<file path="src/rtl/instruction_sequencer_pkg.sv">
// Shared definitions for the instruction sequencer: instruction field layout,
// the MiniALU opcode map and the sequencer state encoding.
package instruction_sequencer_pkg;

  localparam int INSTR_W    = 28;
  localparam int ADDR_W     = 16;
  localparam int OPCODE_MSB = 27;
  localparam int OPCODE_LSB = 20;
  localparam int OPCODE_W   = OPCODE_MSB - OPCODE_LSB + 1;
  localparam int LITERAL_W  = 24;

  typedef enum logic [OPCODE_W-1:0] {
    OP_NOP  = 8'h00,
    OP_ADD  = 8'h01,
    OP_SUB  = 8'h02,
    OP_MULT = 8'h03,
    OP_LD   = 8'h04,
    OP_ST   = 8'h05,
    OP_BLE  = 8'h10,
    OP_JMP  = 8'h11
  } opcode_e;

  typedef enum logic [1:0] {
    ST_IDLE  = 2'd0,
    ST_ISSUE = 2'd1,
    ST_DELAY = 2'd2
  } seq_state_e;

  function automatic logic [OPCODE_W-1:0] opcode_of(input logic [INSTR_W-1:0] instr);
    return instr[OPCODE_MSB:OPCODE_LSB];
  endfunction

  function automatic logic [LITERAL_W-1:0] literal_of(input logic [INSTR_W-1:0] instr);
    return instr[LITERAL_W-1:0];
  endfunction

endpackage

</file>
<file path="src/rtl/instruction_sequencer_if.sv">
// ROM / execute-side signals of the instruction sequencer. The sequencer uses
// the slave view; the ROM and execute stage (or a bench) use the master view.
interface instruction_sequencer_if;
  import instruction_sequencer_pkg::*;

  logic                iEnable;
  logic [INSTR_W-1:0]  iInstruction;
  logic                iStall;
  logic                iBranchTaken;
  logic [ADDR_W-1:0]   iBranchTarget;
  logic [ADDR_W-1:0]   oAddress;
  logic [INSTR_W-1:0]  oInstruction;
  logic                oValid;
  logic                oBusy;

  modport master (
    output iEnable, iInstruction, iStall, iBranchTaken, iBranchTarget,
    input  oAddress, oInstruction, oValid, oBusy
  );

  modport slave (
    input  iEnable, iInstruction, iStall, iBranchTaken, iBranchTarget,
    output oAddress, oInstruction, oValid, oBusy
  );

endinterface

</file>
<file path="src/rtl/instruction_sequencer_delay_counter.sv">
// Loadable down-counter for NOP waits. done_o flags the last wait cycle
// (count of 1) so the sequencer never lets the count drop below zero.
module instruction_sequencer_delay_counter #(
  parameter int WIDTH = 24
) (
  input  logic             Clock,
  input  logic             Reset,
  input  logic             load_i,
  input  logic [WIDTH-1:0] load_value_i,
  input  logic             clear_i,
  input  logic             dec_i,
  output logic             done_o
);

  logic [WIDTH-1:0] cnt_q, cnt_d;

  always_comb begin
    // NOTE: next-state gets its hold value first so no path through this block infers a latch.
    cnt_d = cnt_q;
    if (clear_i) begin
      cnt_d = '0;
    end else if (load_i) begin
      cnt_d = load_value_i;
    end else if (dec_i && (cnt_q != '0)) begin
      cnt_d = cnt_q - WIDTH'(1);
    end
  end

  always_ff @(posedge Clock) begin
    // NOTE: non-blocking assignment so every register samples pre-edge values.
    if (Reset) begin
      cnt_q <= '0;
    end else begin
      cnt_q <= cnt_d;
    end
  end

  assign done_o = (cnt_q == WIDTH'(1));

endmodule

</file>
<file path="src/rtl/instruction_sequencer.sv">
// Program-flow controller: owns the PC, registers ROM data for decode and
// applies branch redirects, execute stalls and NOP-encoded delay waits.
module instruction_sequencer
  import instruction_sequencer_pkg::*;
#(
  parameter logic [ADDR_W-1:0] RESET_ADDR  = 16'd0,
  parameter int                DELAY_WIDTH = 24
) (
  input logic                    Clock,
  input logic                    Reset,
  instruction_sequencer_if.slave bus
);

  seq_state_e             state_q, state_d;
  logic [ADDR_W-1:0]      pc_q, pc_d;
  logic [INSTR_W-1:0]     instr_q, instr_d;
  logic                   valid_q, valid_d;
  logic                   busy_q, busy_d;
  logic                   cnt_load, cnt_clear, cnt_dec, cnt_done;
  logic [DELAY_WIDTH-1:0] nop_literal;
  logic                   is_nop;

  assign nop_literal = DELAY_WIDTH'(literal_of(bus.iInstruction));
  assign is_nop      = (opcode_of(bus.iInstruction) == OP_NOP);

  instruction_sequencer_delay_counter #(
    .WIDTH(DELAY_WIDTH)
  ) u_delay_counter (
    .Clock       (Clock),
    .Reset       (Reset),
    .load_i      (cnt_load),
    .load_value_i(nop_literal),
    .clear_i     (cnt_clear),
    .dec_i       (cnt_dec),
    .done_o      (cnt_done)
  );

  // Branch beats stall beats enable; a branch always costs exactly one bubble.
  always_comb begin
    state_d   = state_q;
    pc_d      = pc_q;
    instr_d   = instr_q;
    valid_d   = 1'b0;
    busy_d    = 1'b0;
    cnt_load  = 1'b0;
    cnt_clear = 1'b0;
    cnt_dec   = 1'b0;

    unique case (state_q)
      ST_IDLE: begin
        if (bus.iEnable) begin
          state_d = ST_ISSUE;
        end
      end

      ST_ISSUE: begin
        if (bus.iBranchTaken) begin
          pc_d      = bus.iBranchTarget;
          cnt_clear = 1'b1;
        end else if (!bus.iStall) begin
          if (!bus.iEnable) begin
            state_d = ST_IDLE;
          end else begin
            instr_d = bus.iInstruction;
            valid_d = 1'b1;
            pc_d    = pc_q + ADDR_W'(1);
            if (is_nop && (nop_literal != '0)) begin
              cnt_load = 1'b1;
              state_d  = ST_DELAY;
            end
          end
        end
      end

      ST_DELAY: begin
        if (bus.iBranchTaken) begin
          pc_d      = bus.iBranchTarget;
          cnt_clear = 1'b1;
          state_d   = ST_ISSUE;
        end else begin
          // Busy marks the N wait cycles that follow the NOP's own valid cycle.
          cnt_dec = 1'b1;
          busy_d  = 1'b1;
          if (cnt_done) begin
            state_d = ST_ISSUE;
          end
        end
      end

      default: begin
        state_d = ST_IDLE;
      end
    endcase
  end

  always_ff @(posedge Clock) begin
    if (Reset) begin
      state_q <= ST_IDLE;
      pc_q    <= RESET_ADDR;
      instr_q <= '0;
      valid_q <= 1'b0;
      busy_q  <= 1'b0;
    end else begin
      state_q <= state_d;
      pc_q    <= pc_d;
      instr_q <= instr_d;
      valid_q <= valid_d;
      busy_q  <= busy_d;
    end
  end

  assign bus.oAddress     = pc_q;
  assign bus.oInstruction = instr_q;
  assign bus.oValid       = valid_q;
  assign bus.oBusy        = busy_q;

endmodule

</file>
<file path="src/flat_wrapper.sv">
// flat-port wrapper written by rule: the top's interface ports become plain ports
module instruction_sequencer_flat import instruction_sequencer_pkg::*;
#(
  parameter logic [ADDR_W-1:0] RESET_ADDR  = 16'd0,
  parameter int                DELAY_WIDTH = 24
)
  (Clock, Reset, bus_iEnable, bus_iInstruction, bus_iStall, bus_iBranchTaken, bus_iBranchTarget, bus_oAddress, bus_oInstruction, bus_oValid, bus_oBusy);
  instruction_sequencer_if bus_i ();
  input logic Clock;
  input logic Reset;
  input wire logic [$bits(bus_i.iEnable)-1:0] bus_iEnable;
  input wire logic [$bits(bus_i.iInstruction)-1:0] bus_iInstruction;
  input wire logic [$bits(bus_i.iStall)-1:0] bus_iStall;
  input wire logic [$bits(bus_i.iBranchTaken)-1:0] bus_iBranchTaken;
  input wire logic [$bits(bus_i.iBranchTarget)-1:0] bus_iBranchTarget;
  output wire logic [$bits(bus_i.oAddress)-1:0] bus_oAddress;
  output wire logic [$bits(bus_i.oInstruction)-1:0] bus_oInstruction;
  output wire logic [$bits(bus_i.oValid)-1:0] bus_oValid;
  output wire logic [$bits(bus_i.oBusy)-1:0] bus_oBusy;
  assign bus_i.iEnable = bus_iEnable;
  assign bus_i.iInstruction = bus_iInstruction;
  assign bus_i.iStall = bus_iStall;
  assign bus_i.iBranchTaken = bus_iBranchTaken;
  assign bus_i.iBranchTarget = bus_iBranchTarget;
  assign bus_oAddress = bus_i.oAddress;
  assign bus_oInstruction = bus_i.oInstruction;
  assign bus_oValid = bus_i.oValid;
  assign bus_oBusy = bus_i.oBusy;
  instruction_sequencer #(.RESET_ADDR(RESET_ADDR), .DELAY_WIDTH(DELAY_WIDTH)) u_core (.Clock(Clock), .Reset(Reset), .bus(bus_i));
endmodule
</file>
<file path="config.mk">
export PLATFORM = sky130hd
export DESIGN_NAME = instruction_sequencer_flat
export DESIGN_NICKNAME = d
export VERILOG_FILES = /design/src/rtl/instruction_sequencer_pkg.sv /design/src/rtl/instruction_sequencer_if.sv /design/src/rtl/instruction_sequencer_delay_counter.sv /design/src/rtl/instruction_sequencer.sv /design/src/flat_wrapper.sv
export SDC_FILE = /design/constraint.sdc
export NUM_CORES = 1
export LEC_CHECK = 0
export ABC_AREA = 1
export CORE_MARGIN = 2
export CORE_UTILIZATION = 51
export CTS_CLUSTER_SIZE = 28
export DETAILED_ROUTE_END_ITERATION = 12
export GPL_TIMING_DRIVEN = 0
export PLACE_DENSITY_LB_ADDON = 0.15
export RECOVER_POWER = 100
export SYNTH_ARGS = -nofsm -noshare
export SYNTH_HDL_FRONTEND = slang
export SYNTH_HIERARCHICAL = 1
export SYNTH_SLANG_ARGS = --single-unit
</file>
<file path="constraint.sdc">
create_clock -name Clock -period 2.25 [get_ports Clock]
set_input_delay 0.3375 -clock Clock [delete_from_list [all_inputs] [get_ports Clock]]
set_output_delay 0.3375 -clock Clock [all_outputs]
set_load 0.01 [all_outputs]
</file>
==> flow_metrics.py, run 1 <==
metrics = {
    "outcome": {
        "status": "finished clean",
    },
    "routing": {
        "viasPerCell": 5.277,
        "routed_wl_mm": 12.75,
        "drc": 0,
        "wl_met3_um": 788,
        "m1WireLength_mm": 5.467,
        "antenna_left": 0,
        "top_layer_used": "met4",
        "wire_per_inst_um": 14.18,
        "met2_wirelength_mm": 6.203,
        "first_pass_iters": 5,
        "vias": 4744,
        "drtIter0Drc": 249,
    },
    "global_route": {
        "grt_pass1_vias": 4383,
        "gr-total-overflow": 0,
        "grt_pass1_wl_mm": 20.27,
        "antenna_found_initial": 0,
        "grt_usage_pct": 28.25,
        "grt_max_degree": 14,
    },
    "finish": {
        "nets": 847,
        "syn2layout_area_growth_pct": 28.23,
        "drive_above_1_share_pct": 6.927,
        "design_area_um2": 5535,
        "final_util_pct": 67.37,
        "antenna_cells": 0,
    },
    "clocking": {
        "cts_resized": 5,
        "post_cts_buffers": 0,
        "clock_path_buffers": 2,
        "cts-root-buf": "clkbuf_8",
        "clk_pin_slew_ns": 0.08,
        "cts_buffers": 9,
        "clkSinkCount": 72,
        "htreeDepth": 3,
        "clock_latency_ns": 0.34,
        "holdBufCountCts": 0,
        "cts_tree": "yes",
    },
    "power_and_ir_drop": {
        "vdd_drop_max_uv": 303.4,
        "p_leak_uw": 0.002614,
        "finalPower_uw": 2942,
        "power_density_nw_per_um2": 531.4,
    },
    "yosys": {
        "async_flop_share_pct": 0,
        "syn_area_um2": 4317,
        "synth_edf_count": 0,
        "yosysSeqAreaShare_pct": 33.39,
        "syn_avg_cell_area_um2": 6.292,
        "synth_nets": 743,
        "ys_ff_latch": 72,
        "netlist_instances": 686,
        "ys_warn_count": 6,
        "synth_ff_type": "dfxtp_1",
        "synth.distinct_cells": 44,
    },
    "sta": {
        "drv_slew": 0,
        "finalCritPeriodShare_pct": 90.40,
        "whs_ns": 0.4790,
        "worst_slew_pin_slew_ns": 0.5636,
        "skew_ns": 0.01219,
        "hold_viol_final": 0,
        "fin_ws_ns": 0.2160,
        "fmax_ghz": 0.4916,
        "max_slew_margin_pct": 62.43,
        "setup-violations-final": 0,
        "layout_min_cycle_time_ns": 2.034,
    },
    "placement": {
        "portBuffers": 94,
        "place_ws_ns": -0.5869,
        "place.gp.congestion": 0.9573,
        "place_area_um2": 5389,
        "post-dp-hpwl_mm": 9.918,
    },
    "critical_path": {
        "arrival_ns": 2.27,
        "critPathMaxStageDelay_ns": 0.38,
        "worstSetupEndpointType": "flip-flop",
        "path_cells": "inv_1, ha_1, nand2_1, o21ai_0, nor2_1, clkbuf_2, nand2_1, a21oi_1, nor2_1",
        "crit_path_start_kind": "flip-flop",
        "slowest_stage": "dfxtp_1",
        "crit_fanout": 10,
        "crit_required_ns": 2.48,
        "critPathKind": "reg -> reg",
    },
    "floorplanning": {
        "io_pins": 95,
        "start_util_pct": 52.54,
        "rows": 33,
        "die-width_um": 96,
        "die_y_um": 96,
        "coreArea_um2": 8217,
        "die-area_um2": 9216,
    },
    "job": {
        "cap_violations": 0,
    },
    "min_path": {
        "min_path_type": "reg -> reg",
    },
}
[routing by layer]
metal	up-vias	GRT usage, %
met5	-	0
met4	0	9.286
met3	24	4.542
met2	166	49.13
met1	2153	35.47
li1	2401	-
[worst max-delay path: cells and delay by family, from the launching register on]
family                     cells  cell delay [ns]
buffers and inverters          2             0.40
DFF                            1             0.38
and+or+nand+nor                4             0.65
adders and majority gates      1             0.26
AOI/OAI and AO/OA              2             0.24
[placed cells by master (no fill, tap or decap), drive strengths merged, types with 8 or more instances in the layout]
master	count
ha	8
nor2	160
clkbuf	26
o21ai	50
clkdlybuf4s50	48
dfxtp	72
inv	57
dlygate4sd3	46
nand2	184
xor2	9
a21oi	33
nand4	13
nand3	53
[state kept, by name (all words and copies together), names as in the netlist]
name	cells
u_core/bus.oInstruction	28
u_core/bus.oValid	1
u_core/u_delay_counter/cnt_q	24
u_core/bus.oAddress	16
u_core/state_q	2
u_core/bus.oBusy	1
[synth_stat cells (3+ instances only)]
master / n / area, µm²
a21oi_1: 27 / 135.1
a21oi_2: 6 / 52.55
buf_2: 8 / 40.04
clkbuf_1: 12 / 45.04
dfxtp_1: 72 / 1441
ha_1: 8 / 100.1
inv_1: 52 / 195.2
inv_2: 4 / 15.01
nand2_1: 176 / 660.6
nand2_2: 5 / 31.28
nand2_4: 3 / 33.78
nand3_1: 51 / 255.2
nand4_1: 13 / 81.33
nor2_1: 149 / 559.3
nor2_2: 6 / 37.54
nor2_4: 4 / 45.04
nor3_1: 6 / 30.03
o21ai_0: 47 / 235.2
xor2_1: 9 / 78.83
[worst paths after layout]
| kind | startpoint | end | slack [ns] | cells past startpoint |
|---|---|---|---|---|
| max | u_core/state_q[0] | u_core/bus.oAddress[10] | 0.22 | 9 |
| min | u_core/bus.oInstruction[8] | u_core/bus.oInstruction[8] | 0.48 | 2 |
| max reg2reg | u_core/state_q[0] | u_core/bus.oAddress[10] | 0.22 | 9 |
| min reg2reg | u_core/bus.oInstruction[8] | u_core/bus.oInstruction[8] | 0.48 | 2 |
[cell type report]
type                            instances  area [µm²]
Buffer                                 23       118.9
Clock buffer                            9       123.9
Clock inverter                          6       61.31
Fill cell                             787        2681
Inverter                               58       225.2
Multi-Input combinational cell        532        2492
Sequential cell                        72        1441
Tap cell                              105       131.4
Timing Repair Buffer                   94       940.9
[logic make-up after synthesis]
logic type,share of synthesized area (%)
AOI/OAI and AO/OA,11.77
xor gates and xnor gates,2.029
adders and majority gates,2.319
buffers and inverters,8.174
DFF,33.39
muxes,0.2319
and+or+nand+nor,42.09
[per-stage QoR]
step                      setup TNS, ns  std cells
after floorplan                       0        686
after global placement           -10.42        885
after detailed placement         -11.02        885
after CTS                             0        899
after global routing          -0.006936        899
final                                 0        899
[where the power goes]
group	internal (µW)	switching, µW
registers	1330	59.1
clock network	502	492
logic	256	300
total	2090	851
Power figures use the tool's default switching activity.
==> inputs of run 2 (changes only) <==
--- a/config.mk
+++ b/config.mk
@@ -13,6 +13,8 @@
 export GPL_TIMING_DRIVEN = 0
 export PLACE_DENSITY_LB_ADDON = 0.15
 export RECOVER_POWER = 100
+export SETUP_SLACK_MARGIN = 0.1
+export SKIP_CTS_REPAIR_TIMING = 1
 export SYNTH_ARGS = -nofsm -noshare
 export SYNTH_HDL_FRONTEND = slang
 export SYNTH_HIERARCHICAL = 1
==> flow_metrics.py, run 2 (synthesized netlist as in run 1, its figures left out) <==
metrics = {
    "sta": {
        "max_slew_margin_pct": 62.98,
        "drv_slew": 0,
        "setup-violations-final": 0,
        "fmax_ghz": 0.4966,
        "finalCritPeriodShare_pct": 89.49,
        "worst_slew_pin_slew_ns": 0.5553,
        "fin_ws_ns": 0.2365,
        "skew_ns": 0.009292,
        "layout_min_cycle_time_ns": 2.014,
        "hold_viol_final": 0,
        "grt_setup_unrepaired": "true",
    },
    "floorplanning": {
        "die_y_um": 96,
        "io_pins": 95,
        "rows": 33,
        "die-area_um2": 9216,
        "die-width_um": 96,
        "start_util_pct": 52.54,
        "coreArea_um2": 8217,
    },
    "min_path": {
        "min_path_type": "reg -> reg",
        "whs_path_depth": 2,
    },
    "routing": {
        "antenna_left": 0,
        "m1WireLength_mm": 5.311,
        "routed_wl_mm": 12.67,
        "viasPerCell": 5.282,
        "drc": 0,
        "vias": 4754,
        "wl_met3_um": 902,
        "first_pass_iters": 5,
        "drtIter0Drc": 272,
        "wire_per_inst_um": 14.08,
        "met2_wirelength_mm": 6.210,
        "top_layer_used": "met4",
    },
    "finish": {
        "antenna_cells": 0,
        "ff_latch_area_um2": 1443,
        "final_common_cell": "nand2_1",
        "nets": 848,
        "num-fill-cells": 791,
        "drive_above_1_share_pct": 7.296,
        "multiInputGateArea_um2": 2501,
        "most-common-layout-cells": "nand2_1, nor2_1, dfxtp_1",
        "largest_register_ffs": 28,
        "design_area_um2": 5573,
        "syn2layout_area_growth_pct": 29.10,
    },
    "global_route": {
        "antenna_found_initial": 0,
        "grt_pass1_vias": 4373,
        "grt_max_degree": 13,
        "grt_usage_pct": 28.24,
        "grt_pass1_wl_mm": 20.25,
        "gr-total-overflow": 0,
    },
    "outcome": {
        "status": "finished clean",
    },
    "placement": {
        "portBuffers": 94,
        "place.gp.congestion": 0.9573,
        "post-dp-hpwl_mm": 9.918,
        "place_ws_ns": -0.5869,
        "place_area_um2": 5389,
    },
    "clocking": {
        "cts_tree": "yes",
        "clk_pin_slew_ns": 0.08,
        "cts_buffers": 9,
        "clock_latency_ns": 0.34,
        "clkSinkCount": 72,
        "htreeDepth": 3,
        "clock_path_buffers": 2,
        "cts-root-buf": "clkbuf_8",
    },
    "power_and_ir_drop": {
        "internal_power_uw": 2095,
        "swShare_pct": 28.80,
        "comb_power_share_pct": 18.9,
        "p_sw_uw": 847.5,
        "power_density_nw_per_um2": 528.0,
        "p_leak_uw": 0.002618,
        "vdd_drop_max_uv": 305.6,
        "power_frac_clock_pct": 33.7,
        "p_seq_share_pct": 47.3,
    },
    "critical_path": {
        "worstSetupEndpointType": "flip-flop",
        "crit_fanout": 10,
        "crit_required_ns": 2.47,
        "worst_r2r_path_depth": 11,
        "arrival_ns": 2.23,
        "critPathKind": "reg -> reg",
        "crit_path_start_kind": "flip-flop",
    },
    "job": {
        "cap_violations": 0,
    },
}
==> run 2: cell types whose count changed in the layout (fill, tap and decap cells not counted), sizes merged <==
cell | before | now
clkbuf | 26 | 21
buf | 6 | 12
clkinv | 5 | 4
inv | 57 | 58
==> run 2: power by group through the flow <==
stage | Clock, µW | Sequential, µW | Combinational [µW]
after floorplan | 0 | 1440 | 275
after global routing | 1070 | 1400 | 616
after detailed placement | 0 | 1420 | 580
after global placement | 0 | 1420 | 566
after CTS | 1020 | 1390 | 582
final | 992 | 1390 | 558
==> run 2: layout make-up <==
class	instances	share of cell area (%)
buffer	24	2.717
clock buffer	9	2.223
clock inverter	6	1.100
inverter	58	3.952
multi-input combinational	532	44.88
sequential	72	25.89
tap	105	2.357
timing repair buffer	94	16.88
==> run 2: per-stage QoR <==
step           power, µW  setup TNS, ns  hold WS (ns)  instances  utilization (%)
6_report            2942              0        0.4793        900            67.82
2_1_floorplan       1712              0        0.4160        686                -
3_3_place_gp        1986         -10.42        0.4645        885            65.59
4_1_cts             2997         -6.406        0.4887        900            67.84
3_5_place_dp        2002         -11.02        0.4700        885            65.59
5_1_grt             3088              0        0.4991        900            67.82
==> run 2: path summary, 6_finish.rpt <==
| kind | slack (ns) | from | to |
|---|---|---|---|
| hold reg to reg | 0.48 | u_core/bus.oInstruction[8] | u_core/bus.oInstruction[8] |
| hold / removal | 0.48 | u_core/bus.oInstruction[8] | u_core/bus.oInstruction[8] |
| setup reg to reg | 0.24 | u_core/state_q[1] | u_core/u_delay_counter/cnt_q[5] |
| setup / recovery | 0.24 | u_core/state_q[1] | u_core/u_delay_counter/cnt_q[5] |
==> run 2: layer usage <==
| metal | vias to the layer above | global-route usage (%) |
|---|---|---|
| met1 | 2159 | 35.56 |
| met4 | 0 | 9.286 |
| li1 | 2402 | - |
| met2 | 173 | 48.96 |
| met5 | - | 0 |
| met3 | 20 | 4.542 |
==> run 2: critical path, cell delays in order (launching register included) <==
cell and delay [ns]:
dfxtp_2 0.34, inv_1 0.09, ha_2 0.21, nand2_1 0.06, inv_1 0.06, nand2_1 0.09, buf_4 0.18, nor2_1 0.14
buf_4 0.19, buf_4 0.19, mux2i_1 0.25, a21oi_1 0.09
==> inputs of run 3 (changes only) <==
--- a/config.mk
+++ b/config.mk
@@ -7,7 +7,7 @@
 export LEC_CHECK = 0
 export ABC_AREA = 1
 export CORE_MARGIN = 2
-export CORE_UTILIZATION = 51
+export CORE_UTILIZATION = 55
 export CTS_CLUSTER_SIZE = 28
 export DETAILED_ROUTE_END_ITERATION = 12
 export GPL_TIMING_DRIVEN = 0
==> constraint.sdc (replaced) <==
create_clock -name Clock -period 2.45 [get_ports Clock]
set_input_delay 0.3675 -clock Clock [delete_from_list [all_inputs] [get_ports Clock]]
set_output_delay 0.3675 -clock Clock [all_outputs]
set_load 0.01 [all_outputs]
==> flow_metrics.py, run 3 (synthesized netlist as in run 1, its figures left out) <==
metrics = {
    "placement": {
        "place.gp.congestion": 0.9583,
        "portBuffers": 94,
        "place_ws_ns": -0.4275,
        "post-dp-hpwl_mm": 9.904,
    },
    "power_and_ir_drop": {
        "p_leak_uw": 0.002622,
        "power_density_nw_per_um2": 513.6,
        "vdd_drop_max_uv": 256.4,
    },
    "finish": {
        "num-fill-cells": 699,
        "multiInputGateArea_um2": 2509,
        "ff_latch_area_um2": 1441,
        "final_common_cell": "nand2_1",
        "syn2layout_area_growth_pct": 29.77,
        "nets": 848,
        "largest_register_ffs": 28,
        "most-common-layout-cells": "nand2_1, nor2_1, dfxtp_1",
        "antenna_cells": 0,
        "drive_above_1_share_pct": 7.538,
    },
    "routing": {
        "vias": 4820,
        "wire_per_inst_um": 14.46,
        "m1WireLength_mm": 5.354,
        "first_pass_iters": 5,
        "drc": 0,
        "met2_wirelength_mm": 6.373,
        "antenna_left": 0,
        "drtIter0Drc": 336,
        "wl_met3_um": 894,
        "viasPerCell": 5.367,
        "top_layer_used": "met4",
        "routed_wl_mm": 12.99,
    },
    "critical_path": {
        "worst_r2r_path_depth": 14,
        "critPathKind": "reg -> reg",
        "worst_path_most_repeated_cell": "nand2_1",
        "critPathMaxStageDelay_ns": 0.39,
        "worstSetupEndpointType": "flip-flop",
        "crit_required_ns": 2.72,
        "arrival_ns": 2.53,
        "crit_buf_inv": 6,
        "reg2reg_slack_ns": 0.19,
        "crit_path_start_kind": "flip-flop",
        "crit_fanout": 10,
        "path_cells": "inv_1, ha_1, nand2_1, inv_1, nand2_1, clkbuf_4, nor2_1, inv_1, buf_4, clkbuf_2, nand2_1, nand2_1, nand2_1, a21oi_2",
        "r2r_end": "u_core/u_delay_counter/cnt_q[7]",
        "slowest_stage": "dfxtp_1",
        "crit_family": "buffers and inverters",
        "r2r_start": "u_core/state_q[1]",
    },
    "sta": {
        "hold_viol_final": 0,
        "finalCritPeriodShare_pct": 92.14,
        "setup-violations-final": 0,
        "grt_setup_unrepaired": "false",
        "skew_ns": 0.009864,
        "tns_ns": 0,
        "layout_min_cycle_time_ns": 2.257,
        "fmax_ghz": 0.4430,
        "fin_ws_ns": 0.1926,
        "drv_slew": 0,
        "worst_slew_pin_slew_ns": 0.6195,
        "max_slew_margin_pct": 58.70,
        "whs_ns": 0.4783,
    },
    "clocking": {
        "htreeDepth": 3,
        "cts-root-buf": "clkbuf_8",
        "cts_tree": "yes",
        "cts_buffers": 9,
        "clkSinkCount": 72,
        "clock_latency_ns": 0.35,
        "clk_pin_slew_ns": 0.08,
        "clock_path_buffers": 2,
    },
    "global_route": {
        "grt_pass1_vias": 4479,
        "grt_usage_pct": 30.52,
        "antenna_found_initial": 0,
        "grt_pass1_wl_mm": 20.98,
        "gr-total-overflow": 0,
        "grt_max_degree": 14,
    },
    "min_path": {
        "hold_path_end": "u_core/bus.oInstruction[14]",
        "hold_start": "u_core/bus.oInstruction[14]",
        "whs_path_depth": 2,
        "min_path_type": "reg -> reg",
    },
    "floorplanning": {
        "rows": 32,
        "die_y_um": 92.59,
        "die-width_um": 92.59,
        "io_pins": 95,
        "start_util_pct": 56.45,
        "die-area_um2": 8573,
        "coreArea_um2": 7647,
    },
    "job": {
        "cap_violations": 0,
    },
    "outcome": {
        "status": "finished clean",
    },
}
## run 3: changes by cell type in the layout (fill, tap and decap cells not counted), moves of 2 or more
cell / delta
buf_2: +2
a21oi_1: -5
clkbuf_4: +3
buf_4: -3
clkbuf_1: +2
a21oi_2: +5
inv_6: +2
buf_6: -3
clkinv_2: -2
## run 3: worst max-delay path by stage
stage | cells after the start | end | slack, ns | from
finish | 14 | u_core/u_delay_counter/cnt_q[7] | 0.19 | u_core/state_q[1]
global route | 14 | u_core/u_delay_counter/cnt_q[21] | 0.03 | u_core/state_q[1]
CTS | 12 | u_core/u_delay_counter/cnt_q[0] | -0.19 | u_core/state_q[1]
detailed placement | 9 | u_core/u_delay_counter/cnt_q[5] | -0.43 | bus_iBranchTaken
global placement | 9 | u_core/u_delay_counter/cnt_q[5] | -0.39 | bus_iBranchTaken
floorplan | 12 | u_core/u_delay_counter/cnt_q[0] | 0.41 | u_core/state_q[1]
## run 3: routing by layer
metal | vias up | global-route usage (%)
met2 | 202 | 54.32
met4 | 0 | 13.18
li1 | 2400 | -
met5 | - | 0
met1 | 2187 | 36.65
met3 | 31 | 4.068
## run 3: power by group
group	internal, µW	switching, µW	total [µW]
sequential	1220	55.0	1280
clock	607	479	1090
combinational	230	281	511
total	2060	815	2880
## run 3: per-stage QoR
| stage | cell area, µm² | std cells | utilization (%) | total power (µW) |
|---|---|---|---|---|
| final | 5602 | 898 | 73.25 | 2877 |
| after global routing | 5602 | 898 | 73.25 | 3002 |
| after CTS | 5613 | 898 | 73.40 | 2923 |
| after detailed placement | 5385 | 882 | 70.42 | 1846 |
| after global placement | 5385 | 882 | 70.42 | 1826 |
| after floorplan | 4317 | 686 | - | 1572 |
## run 3: layout make-up
class | count | area share (%)
Clock inverter | 6 | 1.608
Inverter | 58 | 4.021
Multi-Input combinational cell | 532 | 44.78
Sequential cell | 72 | 25.73
Tap cell | 102 | 2.278
Clock buffer | 10 | 2.457
Timing Repair Buffer | 94 | 16.80
Buffer | 24 | 2.323
## run 3: tightest hold or removal path: cells and delay by family, from the launching register on
family	cells	cell delay (ns)
DFF	1	0.32
and+or+nand+nor	2	0.12
